==> config.mk <==
export PLATFORM = sky130hd
export DESIGN_NAME = sap_core
export DESIGN_NICKNAME = d
export VERILOG_FILES = /design/src/rtl/sap_core.sv
export SDC_FILE = /design/constraint.sdc
export NUM_CORES = 1
export LEC_CHECK = 0
export CORE_AREA = 2 2 118 120
export DETAILED_ROUTE_END_ITERATION = 7
export DIE_AREA = 0 0 120 122
export PLACE_DENSITY = 0.77
export RECOVER_POWER = 100
export SLEW_MARGIN = 10
export SYNTH_ARGS = -nofsm -noshare
export SYNTH_HDL_FRONTEND = slang
export SYNTH_SLANG_ARGS = --single-unit
==> constraint.sdc <==
create_clock -name clk -period 3.4 [get_ports clk]
set_clock_uncertainty 0.2 [all_clocks]
set_input_delay 0.68 -clock clk [delete_from_list [all_inputs] [get_ports clk]]
set_output_delay 0.68 -clock clk [all_outputs]
set_load 0.01 [all_outputs]
==> src/rtl/sap_core.sv <==
// sap_core: SAP-1 style accumulator CPU with internal program RAM and a valid/ready OUT channel.
// Optional feature macro SAP_CORE_FLAGS_EN adds the carry/zero flags and the JC/JZ conditional jumps.

module sap_core #(
    parameter int DATA_W = 8,
    parameter int ADDR_W = 4
) (
    input  logic              clk,
    input  logic              rst,
    input  logic              prog_we,
    input  logic [ADDR_W-1:0] prog_addr,
    input  logic [DATA_W-1:0] prog_data,
    output logic [DATA_W-1:0] out_data,
    output logic              out_valid,
    input  logic              out_ready,
    output logic              halted,
    output logic [ADDR_W-1:0] pc,
    output logic              flag_c,
    output logic              flag_z
);

    typedef enum logic [2:0] {T0, T1, T2, T3, T4, HALTED} state_t;

    localparam logic [3:0] OP_LDA = 4'h1;
    localparam logic [3:0] OP_ADD = 4'h2;
    localparam logic [3:0] OP_SUB = 4'h3;
    localparam logic [3:0] OP_STA = 4'h4;
    localparam logic [3:0] OP_LDI = 4'h5;
    localparam logic [3:0] OP_JMP = 4'h6;
    localparam logic [3:0] OP_JC  = 4'h7;
    localparam logic [3:0] OP_JZ  = 4'h8;
    localparam logic [3:0] OP_OUT = 4'hE;
    localparam logic [3:0] OP_HLT = 4'hF;

    state_t            state, state_d;
    logic [DATA_W-1:0] ram [0:(1<<ADDR_W)-1];
    logic [ADDR_W-1:0] mar;
    logic [DATA_W-1:0] ir, a, b;
    logic [DATA_W-1:0] ram_rd, imm, alu_res;
    logic [3:0]        opcode, fetch_op;
    logic [ADDR_W-1:0] operand;
    logic              is_sub, take_jump;

    assign ram_rd   = ram[mar];
    assign opcode   = ir[DATA_W-1 -: 4];
    assign fetch_op = ram_rd[DATA_W-1 -: 4];
    assign operand  = ir[ADDR_W-1:0];
    assign imm      = {4'b0, ir[DATA_W-5:0]};
    assign is_sub   = (opcode == OP_SUB);
    assign halted   = (state == HALTED);

    // Subtraction is A + ~B + 1, so the carry out means "no borrow".
`ifdef SAP_CORE_FLAGS_EN
    logic alu_c;
    assign {alu_c, alu_res} = {1'b0, a} + {1'b0, is_sub ? ~b : b} + {{DATA_W{1'b0}}, is_sub};

    always_ff @(posedge clk) begin
        if (rst) begin
            flag_c <= 1'b0;
            flag_z <= 1'b0;
        end else if (state == T4 && (opcode == OP_ADD || opcode == OP_SUB)) begin
            flag_c <= alu_c;
            flag_z <= (alu_res == '0);
        end
    end

    assign take_jump = (opcode == OP_JMP) || (opcode == OP_JC && flag_c) || (opcode == OP_JZ && flag_z);
`else
    assign alu_res   = a + (is_sub ? ~b : b) + {{(DATA_W-1){1'b0}}, is_sub};
    assign flag_c    = 1'b0;
    assign flag_z    = 1'b0;
    assign take_jump = (opcode == OP_JMP);
`endif

    always_ff @(posedge clk) begin
        if (rst) state <= T0;
        else     state <= state_d;
    end

    always_comb begin
        // NOTE: every output of this block gets a default first so no latch is inferred.
        state_d   = state;
        out_valid = 1'b0;
        case (state)
            T0: state_d = T1;
            T1: state_d = T2;
            T2: begin
                if (opcode == OP_HLT) begin
                    state_d = HALTED;
                end else if (opcode == OP_OUT) begin
                    out_valid = 1'b1;
                    if (out_ready) state_d = T3;
                end else begin
                    state_d = T3;
                end
            end
            T3:      state_d = T4;
            T4:      state_d = T0;
            HALTED:  state_d = HALTED;
            default: state_d = T0;
        endcase
    end

    // out_data is captured as an OUT is fetched so it is already valid in the first T2 cycle.
    always_ff @(posedge clk) begin
        if (rst) begin
            pc       <= '0;
            mar      <= '0;
            ir       <= '0;
            a        <= '0;
            b        <= '0;
            out_data <= '0;
        end else begin
            case (state)
                T0: mar <= pc;
                T1: begin
                    ir <= ram_rd;
                    pc <= pc + 1'b1;
                    if (fetch_op == OP_OUT) out_data <= a;
                end
                T2: begin
                    case (opcode)
                        OP_LDA, OP_ADD, OP_SUB, OP_STA: mar <= operand;
                        OP_LDI:                         a   <= imm;
                        OP_JMP, OP_JC, OP_JZ:           if (take_jump) pc <= operand;
                        default: ;
                    endcase
                end
                T3: begin
                    if (opcode == OP_LDA) a <= ram_rd;
                    if (opcode == OP_ADD || opcode == OP_SUB) b <= ram_rd;
                end
                T4: if (opcode == OP_ADD || opcode == OP_SUB) a <= alu_res;
                default: ;
            endcase
        end
    end

    // NOTE: the RAM is intentionally not reset, so a program loaded under rst survives it.
    always_ff @(posedge clk) begin
        if (prog_we && (rst || halted))
            ram[prog_addr] <= prog_data;
        else if (!rst && state == T3 && opcode == OP_STA)
            ram[mar] <= a;
    end

endmodule

== Yosys cells after proc, flatten, opt, wreduce, memory -nomap -nowiden ==
Memories as Yosys holds them, arrays and structs flattened. A register that Yosys moved wholly into a read port is not among the register bits.
Cells that the tools add are included.
Word-level totals
  memories kept: 1
  bits of input ports: 16
  bits in writable memories: 128
  latch bits: 0
  word-level logic and storage cells: 80
  output and inout port bits: 16
  register bits after elaboration: 43
  memory bits (read-only): 0
Operators by class
  mux-type cells: 27
  eq/ne operators: 23
  divide/modulo/power cells: 0
  add/sub/neg operators: 3
  $mul: 0
  $lt $le $gt $ge: 0
  reduce and logical (&&, ||, !) cells: 18
  bitwise gates (word level): 1
  shifts and indexed selects: 0
Memories
  ram: depth 16, bits a word 8, rd ports 1, clocked after Yosys merged registers in 1, write ports 1, RTL line 36  | logic [DATA_W-1:0] ram [0:(1<<ADDR_W)-1];
Operators with widths (number)
  2-to-1 mux 8 bit: 5
  2-to-1 mux 4 bit: 6
  case mux 8 bit (3 select lines): 1
  == test 4 x 3 -> 1 bit, second input constant: 4
  == test 4 bit, second input constant: 4
  case mux 4 bit (2 select lines): 2
  case mux 3 bit (5 select lines): 1
  2-to-1 mux 1 bit: 9
  2-to-1 mux 3 bit: 3
  adder 8 x 1 -> 8 bit: 1
  adder 8 bit: 1
  == test 4 x 2 -> 1 bit, second input constant: 2
  inequality test 2 bit, second input constant: 4
  inverter 8 bit: 1
  OR reduction 8 bit: 1
  == test 3 x 2 -> 1 bit, second input constant: 2
  == test 3 bit, second input constant: 2
  AND reduction 2 bit: 3
  adder 4 x 1 -> 4 bit, second input constant: 1
  == test 4 x 1 -> 1 bit, second input constant: 1
  inequality test 2 x 1 -> 1 bit, second input constant: 2
  inequality test 4 bit, second input constant: 1
  AND reduction 4 bit: 1
  nonzero test 2 bit: 2
  other kinds (9): 12

== Logic depth before layout (Yosys ltp) ==
Gate-level depths: netlist of the first run.
  word-level depth: 8
  depth in mapped cells: 12
  depth with buffers taken out: 10

== Worst setup path after synthesis of the first run ==
No wires, ideal clock.
  path kind: register -> register
  start: register ir[5]
  end: register a[7]
  arrival time: 2.602 ns
  required time: 3.066 ns
  path slack: 0.464 ns
  setup time: 0.134 ns
  clock period less this slack: 2.936 ns
  cell stages (with the launch flop): 12
  path buffers: 2
  cells stage by stage: dfxtp_1 clkbuf_1 nor4bb_1 buf_2 xor2_1 ha_1 a21oi_1 a21oi_1 a211o_1 or3_1 a31oi_1 a211oi_1
On the way
  word-level cells in the longest chain between the ends: 6
  elaborated cells on any way between the ends: 14
  those cells by class: add/sub (2); eq/ne (7); mux (3); reduce/logical (2)
RTL lines
  start, declared: RTL line 38  | logic [DATA_W-1:0] ir, a, b;
  start signal, assigned: RTL line 117  | ir <= ram_rd;
  == test 4 x 2 -> 1 bit: RTL line 49, 133
  2-to-1 mux 8 bit: RTL line 69  | assign alu_res = a + (is_sub ? ~b : b) + {{(DATA_W-1){1'b0}}, is_sub};
  adder 8 bit: RTL line 69
  adder 8 x 1 -> 8 bit: RTL line 69
  2-to-1 mux 8 bit: RTL line 133  | T4: if (opcode == OP_ADD || opcode == OP_SUB) a <= alu_res;
  case mux 8 bit (3 select lines): RTL line 114  | case (state)
  end signal, assigned: RTL line 124  | OP_LDI: a <= imm;
  end signal, assigned: RTL line 130  | if (opcode == OP_LDA) a <= ram_rd;
  end signal, assigned: RTL line 133
  end, declared: RTL line 38
Several ways; a longest one is shown, not always the timed one. The select of a mux whose other input is x is not followed.
A chain may end at the register's enable or synchronous reset.

== Final worst setup path of the first run ==
  start: register ir[4]
  end: register a[7]
The elaborated chain is that of the path after synthesis.

==> results of run 1 <==
==> timing repair <==
item,CTS,global route
setup endpoints to repair,0,2
endpoints found under the hold margin,0,0
gates resized for setup,0,1
hold buffers,0,0
==> metal layers <==
layer  routed length [microns]  track usage
met1                      6900        0.314
met2                      8450        0.405
met3                       888       0.0585
met4                       228       0.0735
met5                         0            0
==> worst max-delay path by stage <==
stage | slack (ns) | to | start | depth (start not counted)
2_1_floorplan | 0.46 | a[7] | ir[5] | 11
3_3_place_gp | 0.24 | a[7] | ir[4] | 10
3_5_place_dp | 0.18 | a[7] | ir[4] | 10
4_1_cts | 0.16 | a[7] | ir[4] | 10
5_1_grt | 0.008 | a[7] | ir[4] | 10
6_report | 0.14 | a[7] | ir[4] | 10
==> cells in the final DEF, fill, tap and decap left out, types with 11 or more instances in the layout <==
master / instances
o21ai_0: 12
dfxtp_1: 47
a21oi_1: 22
edfxtp_1: 128
nand2_1: 38
nor2_1: 60
clkdlybuf4s50_1: 15
mux4_2: 25
clkbuf_1: 16
dlygate4sd3_1: 14
clkbuf_16: 17
mux2i_1: 22
mux4_1: 11
==> layout make-up <==
cell class                      count  area (sq um)
Fill cell                         968          4880
Multi-Input combinational cell    308          2600
Sequential cell                   175          4780
Tap cell                          180           225
Inverter                           10          37.5
Timing Repair Buffer               57           439
Clock inverter                     14           106
Clock buffer                       18           429
==> worst max-delay path: stages, from the launching register on <==
cell and delay (ns):
dfxtp_1 0.50, nor4bb_1 0.33, buf_4 0.24, xor2_1 0.24, ha_1 0.29, a21oi_1 0.28, a21oi_1 0.11, a211o_1 0.28
or3_1 0.38, a31oi_1 0.18, a211oi_1 0.09
==> stage by stage <==
| stage | hold WS [ns] | total power (W) | cells | cell area (sq um) | util |
|---|---|---|---|---|---|
| global route | 0.325 | 0.00456 | 762 | 8620 | 0.638 |
| detailed placement | 0.285 | 0.00269 | 730 | 8160 | 0.604 |
| finish | 0.291 | 0.00443 | 762 | 8620 | 0.638 |
| global placement | 0.271 | 0.00268 | 730 | 8160 | 0.604 |
| CTS | 0.300 | 0.00446 | 762 | 8700 | 0.644 |
| floorplan | 0.249 | 0.00259 | 524 | 7600 | - |
==> flip-flops by register name (all words and copies together), names as in the netlist, named ones only <==
name      cells
pc            4
ram         128
out_data      8
a             8
mar           4
ir            8
b             8
state         3
==> cell families (layout without fill, tap and decap cells) <==
kind of cell | after synthesis | count (layout) | share of synthesized area
flip-flops | 175 | 175 | 0.630
AND/OR/NAND/NOR | 140 | 140 | 0.0880
AO/OA/AOI/OAI | 74 | 74 | 0.0628
multiplexers | 71 | 71 | 0.160
buffers and inverters | 41 | 99 | 0.0285
XOR/XNOR | 12 | 12 | 0.0138
adder cells (fa/ha/maj) | 9 | 9 | 0.0158
other | 1 | 2 | 0.000494
==> report_power, final <==
part           switching, W  total, W  internal, W
combinational      0.000165  0.000286     0.000121
clock              0.000843   0.00179     0.000947
sequential        0.0000341   0.00235      0.00232
==> results.json, run 1 <==
{
  "status": "completed",
  "yosysTopAreaCell": "edfxtp_1",
  "setup.worst_path.class": "register to register",
  "crit_arrival_ns": 3.35,
  "grt_pass1_vias": 4488,
  "setup_tns_ns": 0,
  "synth_area_leaders": "edfxtp_1 (51%), dfxtp_1 (12%), mux4_2 (7.4%)",
  "hp-class": "register to register",
  "cts_tree": "built",
  "p_per_area_mw_per_mm2": 514,
  "cap_violations": 0,
  "worst_pin_slew_ns": 0.835,
  "place_congestion": 0.845,
  "yosys_warnings": 0,
  "start_kind": "register",
  "finalWorstPathRequiredPeriod_ns": 3.26,
  "synth_most_common_cell": "edfxtp_1",
  "setup_viol": 0,
  "fin_nets": 594,
  "dr.first_iter.drc_count": 500,
  "syn_area_per_cell_sq_um": 14.5,
  "cts_made_buffers": 17,
  "cts_setup_buffers": 0,
  "timing.final.crit_share": 0.959,
  "grt_pass1_wl_microns": 25700,
  "num_io_pins": 32,
  "synth_edf_count": 128,
  "initial_core_util": 0.562,
  "preCtsSetupSlack_ns": 0.184,
  "first_pass_iters": 5,
  "synth_cell_types": 53,
  "via_per_inst": 6.12,
  "area_growth_pct": 13.5,
  "p_leak_nw": 2.92,
  "r2r_slack_ns": 0.14,
  "dpl.hpwl_microns": 10800,
  "final_layout_size_suffix_gt1_frac": 0.122,
  "core_sq_mm": 0.0135,
  "async_reset_ff_frac": 0,
  "num_antenna_cells": 0,
  "holdPathEnd": "out_data[4]",
  "clk_latency_ns": 0.43,
  "max_freq_ghz": 0.307,
  "num_vias": 4664,
  "relSlewSlack": 0.437,
  "min-delay-start": "out_data[4]",
  "drtAntennaViolNets": 0,
  "ys_ff_latch": 175,
  "path_max_fanout": 9,
  "antenna_found_initial": 0,
  "grt_max_degree": 46,
  "die_area_sq_mm": 0.0146,
  "wl_per_cell_microns": 21.6,
  "root_buffer": "clkbuf_16",
  "globalRouteTotalUtil": 0.241,
  "rsz0062_at_grt": "no",
  "synth_top_area_frac": 0.506,
  "die_h_microns": 122,
  "drc": 0,
  "syn_inst": 523,
  "yosys_most_used_dff": "edfxtp_1",
  "endpoint_kind": "register",
  "wl_microns": 16500,
  "worstHoldPathCells": 2,
  "ys_seq_area_frac": 0.630,
  "clock_sinks": 175,
  "syn_area_sq_mm": 0.00759,
  "crit_required_ns": 3.49,
  "rr_worst_depth": 10,
  "numPortBuffers": 29,
  "timing.final.ws_setup_ns": 0.140,
  "row_count": 43,
  "r2r-start": "ir[4]",
  "peakVddDrop_uv": 547,
  "finalHoldViolCount": 0,
  "clk_path_buf_depth": 2,
  "slew_viol_final": 0,
  "rr_endpoint": "a[7]",
  "die_w_microns": 120,
  "synth_commonest_cells": "edfxtp_1 (128), nor2_1 (60), dfxtp_1 (47)",
  "clk_pin_slew_ns": 0.06,
  "htree_levels": 4,
  "grt-ovfl-total": 0
}
Note: power is estimated with default switching activity, not from simulation.
==> inputs of run 2 (changes only) <==
- CORE_AREA: 2 2 118 120 -> 2 2 151 153
- CTS_CLUSTER_DIAMETER: default -> 60
- DIE_AREA: 0 0 120 122 -> 0 0 153 155
- PLACE_DENSITY: 0.77 -> 0.52
==> results.json, run 2 (same netlist as run 1, synthesis figures left out) <==
{
  "num_io_pins": 32,
  "crit_end": "a[7]",
  "place_congestion": 0.772,
  "endpoint_kind": "register",
  "largest_reg_flops": 128,
  "crit_required_ns": 3.50,
  "crit_arrival_ns": 3.31,
  "htree_levels": 4,
  "setup_tns_ns": 0,
  "largest-register": "ram",
  "fin_nets": 582,
  "start_kind": "register",
  "first_pass_iters": 5,
  "combPwrFrac": 0.068,
  "wl_per_cell_microns": 20.3,
  "dpl.hpwl_microns": 11900,
  "swShare": 0.229,
  "status": "completed",
  "globalRouteTotalUtil": 0.152,
  "max_freq_ghz": 0.311,
  "clk_path_buf_depth": 2,
  "num_antenna_cells": 0,
  "clock_sinks": 175,
  "worst_pin_slew_ns": 0.995,
  "hp-class": "register to register",
  "via_per_inst": 5.28,
  "initial_core_util": 0.342,
  "postLayoutCellArea_sq_mm": 0.00874,
  "grt_max_degree": 46,
  "cts_tree": "built",
  "dr.first_iter.drc_count": 327,
  "drc": 0,
  "timing.final.crit_share": 0.944,
  "p_int_w": 0.00344,
  "place_area_sq_mm": 0.00821,
  "area_growth_pct": 15.1,
  "die_h_microns": 155,
  "mostFrequentLayoutCells": "edfxtp_1 (128), nor2_1 (60), dfxtp_1 (47)",
  "die_w_microns": 153,
  "wl_microns": 17300,
  "cap_violations": 0,
  "finalWorstPathRequiredPeriod_ns": 3.21,
  "final_common_cell": "edfxtp_1",
  "p_sw_w": 0.00103,
  "finalHoldViolCount": 0,
  "setup_viol": 0,
  "root_buffer": "clkbuf_16",
  "drtAntennaViolNets": 0,
  "rr_endpoint": "a[7]",
  "p_leak_nw": 2.90,
  "final_layout_size_suffix_gt1_frac": 0.130,
  "holdWs_ns": 0.282,
  "instances_no_fill": 854,
  "die_area_sq_mm": 0.0237,
  "num_vias": 4505,
  "dp_cells": 823,
  "clk_pin_slew_ns": 0.07,
  "r2r_slack_ns": 0.19,
  "peakVddDrop_uv": 319,
  "antenna_found_initial": 0,
  "path_max_fanout": 9,
  "rsz0062_at_grt": "no",
  "rr_worst_depth": 10,
  "p_per_area_mw_per_mm2": 512,
  "grt-ovfl-total": 0,
  "slew_viol_final": 0,
  "crit_path_start": "ir[4]",
  "core_sq_mm": 0.0222,
  "clk_latency_ns": 0.43,
  "cts_made_buffers": 17,
  "grt_pass1_wl_microns": 27000,
  "row_count": 55,
  "setup.worst_path.class": "register to register",
  "power.share.clock": 0.407,
  "relSlewSlack": 0.334,
  "numPortBuffers": 29,
  "r2r-start": "ir[4]",
  "grt_pass1_vias": 4523,
  "seqPwrFrac": 0.525
}
-- run 2: changes by cell type in the layout (fill, tap and decap cells not counted), moves of 2 or more --
cell        change
buf_4           +4
clkbuf_2        -5
clkinvlp_4      +4
clkinv_4        -2
clkbuf_1       -13
inv_8           -3
-- run 2: metrics by stage --
step / setup WS, ns / power [W] / util
floorplan: 0.464 / 0.00259 / -
global placement: 0.189 / 0.00270 / 0.369
detailed placement: 0.147 / 0.00270 / 0.369
CTS: 0.146 / 0.00451 / 0.394
global route: 0.0164 / 0.00464 / 0.393
finish: 0.190 / 0.00447 / 0.393
-- run 2: worst min-delay path by stage --
stage	from	to	slack, ns	cells past startpoint
after CTS	ir[1]	ir[1]	0.29	2
after floorplan	ir[2]	ir[2]	0.25	2
final	out_data[3]	out_data[3]	0.28	2
after global routing	ir[1]	ir[1]	0.32	2
after global placement	out_data[3]	out_data[3]	0.27	2
after detailed placement	out_data[3]	out_data[3]	0.28	2
-- run 2: layout make-up --
type	instances	area [sq um]
clock buffer	17	425
clock inverter	14	116
fill	2061	13500
inverter	10	37.5
multi-input combinational	308	2600
sequential	175	4780
tap	285	357
timing repair buffer	45	414
-- run 2: metal layers --
metal / track usage / up-vias / part of all wire
li1: - / 2076 / -
met1: 0.205 / 2271 / 0.45
met2: 0.243 / 138 / 0.48
met3: 0.0357 / 20 / 0.052
met4: 0.0529 / 0 / 0.018
met5: 0 / - / 0
-- run 2: power groups by stage --
stage | clock (W) | combinational (W) | sequential, W
after floorplan | 0 | 0.000213 | 0.00238
after global placement | 0 | 0.000306 | 0.00239
after detailed placement | 0 | 0.000312 | 0.00239
after CTS | 0.00185 | 0.000313 | 0.00235
after global routing | 0.00195 | 0.000335 | 0.00235
final | 0.00182 | 0.000306 | 0.00235
-- run 2: repair_timing --
item / in CTS / in global routing
hold buffers: 0 / 0
gates resized for setup: 0 / 1
setup buffers: 0 / 0
endpoints found under the setup margin: 0 / 2
-- run 2: critical path: stages, from the launching register on --
cell and delay, ns:
dfxtp_1 0.46, nor4bb_2 0.37, buf_4 0.25, xor2_1 0.21, ha_1 0.29, a21oi_1 0.28, a21oi_1 0.12, a211o_1 0.28
or3_1 0.36, a31oi_1 0.17, a211oi_1 0.09
